$ cat config.mk
export PLATFORM = sky130hd
export DESIGN_NAME = weight_update_engine
export DESIGN_NICKNAME = d
export VERILOG_FILES = /design/src/rtl/wue_pkg.sv /design/src/rtl/wue_delta_calc.sv /design/src/rtl/weight_update_engine.sv
export SDC_FILE = /design/constraint.sdc
export NUM_CORES = 1
export LEC_CHECK = 0
export ABC_AREA = 1
export BUFFER_PORTS_ARGS = -buffer_cell sky130_fd_sc_hd__buf_2
export CORE_MARGIN = 5
export CORE_UTILIZATION = 55
export DETAILED_ROUTE_END_ITERATION = 10
export PLACE_DENSITY_LB_ADDON = 0.2
export SETUP_SLACK_MARGIN = 0.5
export SKIP_CTS_REPAIR_TIMING = 1
export SYNTH_ARGS = -nofsm -noshare
export SYNTH_HDL_FRONTEND = slang
export SYNTH_HIERARCHICAL = 1
export SYNTH_SLANG_ARGS = --single-unit
$ cat constraint.sdc
create_clock -name clk -period 6.5 [get_ports clk]
set_clock_uncertainty 0.2 [all_clocks]
set_input_delay 0 -clock clk [delete_from_list [all_inputs] [get_ports clk]]
set_output_delay 0 -clock clk [all_outputs]
set_load 0.03 [all_outputs]
$ cat src/rtl/wue_pkg.sv
// Shared types and the weight clamp helper for the reward-modulated weight update engine.
package wue_pkg;

    typedef enum logic [1:0] {IDLE, RD, CALC, WR} state_t;

    // Clamp works at a fixed signed width; callers sign-extend their narrower sums into it.
    localparam int unsigned SUM_W = 32;

    typedef struct packed {
        logic             sat;
        logic [SUM_W-1:0] val;
    } clamp_t;

    function automatic clamp_t clamp_weight(input logic signed [SUM_W-1:0] sum,
                                            input logic signed [SUM_W-1:0] wmax);
        clamp_t r;
        r.sat = 1'b0;
        r.val = sum;
        if (sum < 0) begin
            r.val = '0;
            r.sat = 1'b1;
        end else if (sum > wmax) begin
            r.val = wmax;
            r.sat = 1'b1;
        end
        return r;
    endfunction

endpackage

$ cat src/rtl/wue_delta_calc.sv
// Combinational datapath: w_new = clamp(w_old + ((reward * elig) >>> LR_SHIFT), 0, WMAX).
module wue_delta_calc
    import wue_pkg::*;
#(
    parameter int unsigned DW       = 8,
    parameter int unsigned RW       = 4,
    parameter int unsigned EW       = 4,
    parameter int unsigned LR_SHIFT = 2,
    parameter int unsigned WMAX     = (1 << DW) - 1
) (
    input  logic [DW-1:0] w_old,
    input  logic [RW-1:0] reward,
    input  logic [EW-1:0] elig,
    output logic [DW-1:0] w_new,
    output logic          sat,
    output logic          zero
);

    localparam int unsigned PW = RW + EW;
    localparam int unsigned SW = DW + RW + EW + 1;

    logic signed [PW-1:0]    reward_ext;
    logic signed [PW-1:0]    elig_ext;
    logic signed [PW-1:0]    prod;
    logic signed [PW-1:0]    delta;
    logic signed [SW-1:0]    sum;
    logic signed [SUM_W-1:0] sum_ext;
    clamp_t                  res;

    assign reward_ext = {{EW{reward[RW-1]}}, reward};
    assign elig_ext   = {{RW{elig[EW-1]}}, elig};
    assign prod       = reward_ext * elig_ext;
    // Arithmetic shift floors toward -inf, so small negative products still give -1.
    assign delta      = prod >>> LR_SHIFT;
    assign sum        = $signed({{(SW-DW){1'b0}}, w_old}) + $signed({{(SW-PW){delta[PW-1]}}, delta});
    assign sum_ext    = {{(SUM_W-SW){sum[SW-1]}}, sum};
    assign res        = clamp_weight(sum_ext, $signed(SUM_W'(WMAX)));

    assign w_new = DW'(res.val);
    assign sat   = res.sat;
    assign zero  = (prod == '0);

endmodule

$ cat src/rtl/weight_update_engine.sv
// Read-modify-write weight updater driving the weight Memory port.
// Optional saturation counter enabled by defining WUE_SAT_COUNT_EN.
module weight_update_engine
    import wue_pkg::*;
#(
    parameter int unsigned ADDR_W   = 4,
    parameter int unsigned DW       = 8,
    parameter int unsigned RW       = 4,
    parameter int unsigned EW       = 4,
    parameter int unsigned LR_SHIFT = 2,
    parameter int unsigned WMAX     = (1 << DW) - 1
) (
    input  logic              clk,
    input  logic              rst_n,
    input  logic              req_valid,
    output logic              req_ready,
    input  logic [ADDR_W-1:0] req_addr,
    input  logic [RW-1:0]     req_reward,
    input  logic [EW-1:0]     req_elig,
    output logic              mem_we,
    output logic [ADDR_W-1:0] mem_addr,
    output logic [DW-1:0]     mem_wdata,
    input  logic [DW-1:0]     mem_rdata,
    output logic              done,
    output logic [DW-1:0]     w_old,
    output logic [DW-1:0]     w_new,
    output logic              sat,
    output logic [15:0]       sat_count
);

    state_t            state_q, state_d;
    logic [ADDR_W-1:0] addr_q;
    logic [RW-1:0]     reward_q;
    logic [EW-1:0]     elig_q;
    logic [DW-1:0]     wdata_q;
    logic [DW-1:0]     w_old_q;
    logic [DW-1:0]     w_new_q;
    logic              sat_q;
    logic              zero_q;
    logic              done_q;

    logic [DW-1:0]     calc_w_new;
    logic              calc_sat;
    logic              calc_zero;
    logic              accept;

    wue_delta_calc #(
        .DW       (DW),
        .RW       (RW),
        .EW       (EW),
        .LR_SHIFT (LR_SHIFT),
        .WMAX     (WMAX)
    ) u_delta_calc (
        .w_old  (mem_rdata),
        .reward (reward_q),
        .elig   (elig_q),
        .w_new  (calc_w_new),
        .sat    (calc_sat),
        .zero   (calc_zero)
    );

    assign accept = req_valid && req_ready;

    always_comb begin
        state_d   = state_q;
        req_ready = 1'b0;
        mem_we    = 1'b0;
        unique case (state_q)
            IDLE: begin
                req_ready = 1'b1;
                if (req_valid) state_d = RD;
            end
            RD:   state_d = CALC;
            CALC: state_d = WR;
            WR: begin
                // A zero product leaves the weight untouched, so the write is skipped.
                mem_we  = !zero_q;
                state_d = IDLE;
            end
            default: state_d = IDLE;
        endcase
    end

    always_ff @(posedge clk or negedge rst_n) begin
        if (!rst_n) begin
            state_q  <= IDLE;
            addr_q   <= '0;
            reward_q <= '0;
            elig_q   <= '0;
            wdata_q  <= '0;
            w_old_q  <= '0;
            w_new_q  <= '0;
            sat_q    <= 1'b0;
            zero_q   <= 1'b0;
            done_q   <= 1'b0;
        end else begin
            state_q <= state_d;
            done_q  <= (state_q == WR);
            if (accept) begin
                addr_q   <= req_addr;
                reward_q <= req_reward;
                elig_q   <= req_elig;
            end
            if (state_q == CALC) begin
                wdata_q <= calc_w_new;
                w_old_q <= mem_rdata;
                sat_q   <= calc_sat;
                zero_q  <= calc_zero;
            end
            if (state_q == WR) w_new_q <= wdata_q;
        end
    end

`ifdef WUE_SAT_COUNT_EN
    logic [15:0] sat_count_q;

    always_ff @(posedge clk or negedge rst_n) begin
        if (!rst_n) begin
            sat_count_q <= '0;
        end else if (state_q == WR && sat_q && sat_count_q != 16'hFFFF) begin
            sat_count_q <= sat_count_q + 16'd1;
        end
    end

    assign sat_count = sat_count_q;
`else
    assign sat_count = 16'h0000;
`endif

    // mem_addr holds the latched address from RD through WR.
    assign mem_addr  = addr_q;
    assign mem_wdata = wdata_q;
    assign done      = done_q;
    assign w_old     = w_old_q;
    assign w_new     = w_new_q;
    assign sat       = sat_q;

endmodule

==> qor.yml <==
place.gp.congestion: 0.843
tns_ps: 0
rsz0062_at_grt: "no"
port_buffers: 54
netlist_area_mm2: 0.00308
first_pass_iters: 5
wire_per_inst_um: 11.8
ys_top_cells_by_count: "nand2_1 (141), inv_1 (52), dfrtp_1 (41)"
crit_type: "reg -> reg"
critical_path_peak_fanout: 9
start_kind: "flop"
setup_viol: 0
vias: 2645
finalHoldViolations: 0
slowest_delay_ps: 520
htree_levels: 2
status: "finished clean"
max_freq_mhz: 189
drc: 0
synth_cells: 391
slew_headroom_pct: 41.1
fin_nets: 537
synth_cell_types: 29
cts.clk_slew.worst_paths_ps: 80
r2r_setup_slack_ps: 1210
synth-seq-area-share_pct: 33.3
io_pins: 71
cts_buffers: 5
crit_top_cell: "nand2_1"
routed_wl_um: 6490
grt_util_all_layers_pct: 16.9
layout_min_cycle_time_ps: 5290
grt_max_degree: 42
dp_hpwl_um: 4700
fin_crit_sh_pct: 81.4
cts.sinks: 41
synth.top_cell.area_share_pct: 33.3
chipWidth_um: 84.9
initial_core_util_pct: 56.3
hold_path_class: "in -> async"
yosys.cell_count.top_type: "nand2_1"
vias_per_cell: 4.81
worst_path_max_delay_cell: "fa_1"
synthArstFlopShare_pct: 100
dieArea_mm2: 0.00720
cp.required_ps: 6490
placementRows: 27
tightest_slew_ps: 883
drv_cap: 0
diodes: 0
coreArea_mm2: 0.00547
worstSkewPairLatency_ps: 300
end_kind: "flop"
cts_tree: "built"
overflow: 0
ant_nets: 0
drt_iter0_drc: 111
yosysWarnings: 6
layout-drive-gt1-share_pct: 18.6
synth_enable_flop_cells: 0
die_y_um: 84.9
synthTopCellsByArea: "dfrtp_1 (33%), nand2_1 (17%), ha_1 (11%), fa_1 (6.5%), inv_1 (6.3%)"
slew_viol_final: 0
ys_ff_latch: 41
path_depth: 29
antenna_found_initial: 0
placedInstanceArea_mm2: 0.00331
area_delta_synth_final_pct: 21.6
worstPathArrival_ps: 5280
r2r_cells: 29
syn_avg_cell_area_um2: 7.88
clock_path_buffers: 2
root_buffer: "clkbuf_8"
yosys.area.top_type: "dfrtp_1"
cp_top_family: "adder cells"
worst-path-buf-inv: 7
grt_pass1_wl_um: 10100
grt_pass1_vias: 2315
fin_area_mm2: 0.00375
synthFlopType: "dfrtp_1"
==> registers in the layout, summed over array words and instances (netlist names) <==
register and flops:
elig_q 4, state_q 2, reward_q 4, w_new 8
zero_q 1, w_old 8, mem_wdata 8, sat 1
done 1, mem_addr 4
==> cell usage in the layout, fill, tap and decap left out, types with 2 or more instances in the layout <==
| cell | count |
|---|---|
| nand3_1 | 34 |
| nand2_1 | 141 |
| nand2_8 | 3 |
| conb_1 | 16 |
| clkbuf_8 | 6 |
| nand2_2 | 5 |
| nor2_1 | 8 |
| inv_4 | 2 |
| o21ai_1 | 2 |
| nand2_4 | 4 |
| dfrtp_1 | 41 |
| fa_1 | 10 |
| nand3_2 | 2 |
| ha_1 | 27 |
| nor2_2 | 3 |
| dlygate4sd3_1 | 34 |
| o21ai_0 | 9 |
| xor2_1 | 3 |
| a21oi_1 | 6 |
| buf_2 | 54 |
| inv_1 | 52 |
| inv_2 | 4 |
| xnor2_1 | 4 |
==> metrics by stage <==
step | cells | setup slack, ps | hold slack (ps) | utilization (%)
after global placement | 508 | 1310 | -23.4 | 60.5
after floorplan | 406 | 1550 | -496 | -
after CTS | 516 | 1190 | -349 | 62.3
after detailed placement | 508 | 1230 | -29.5 | 60.5
final | 550 | 1210 | 160 | 68.5
after global routing | 550 | 903 | 236 | 68.5
==> metal layers <==
| layer | routed length [um] | global-route usage [%] | vias up | part of all wire [%] |
|---|---|---|---|---|
| met5 | 0 | 0 | - | 0 |
| met4 | 90 | 4.17 | 0 | 1.4 |
| met3 | 346 | 3.69 | 9 | 5.3 |
| met2 | 3390 | 30.6 | 71 | 52 |
| met1 | 2660 | 20.3 | 1228 | 41 |
| li1 | - | - | 1337 | - |
==> cell type report <==
type | instances | area, um2
fill | 482 | 1730
multi-input combinational | 282 | 1700
tap | 72 | 90.1
sequential | 41 | 1030
timing repair buffer | 88 | 611
clock buffer | 6 | 82.6
clock inverter | 2 | 13.8
inverter | 59 | 226
==> worst paths after layout <==
path	startpoint	to
min in group clk	w_old[6]	w_old[6]
min	rst_n	w_old[5]
max	elig_q[3]	mem_wdata[0]
max reg2reg	elig_q[3]	mem_wdata[0]
min reg2reg	w_old[6]	w_old[6]
max in group asynchronous	rst_n	w_old[1]
==> cells by family after synthesis <==
group,synth area share (%)
AOI/OAI and AO/OA,2.76
xor gates and xnor gates,1.99
adders and majority gates,17.5
buffers and inverters,13.5
DFF,33.3
other,0.122
and+or+nand+nor,30.9
Power is left out: the tool's default activity adds up to more than one toggle a clock period on the data nets, which glitch-free logic cannot reach.
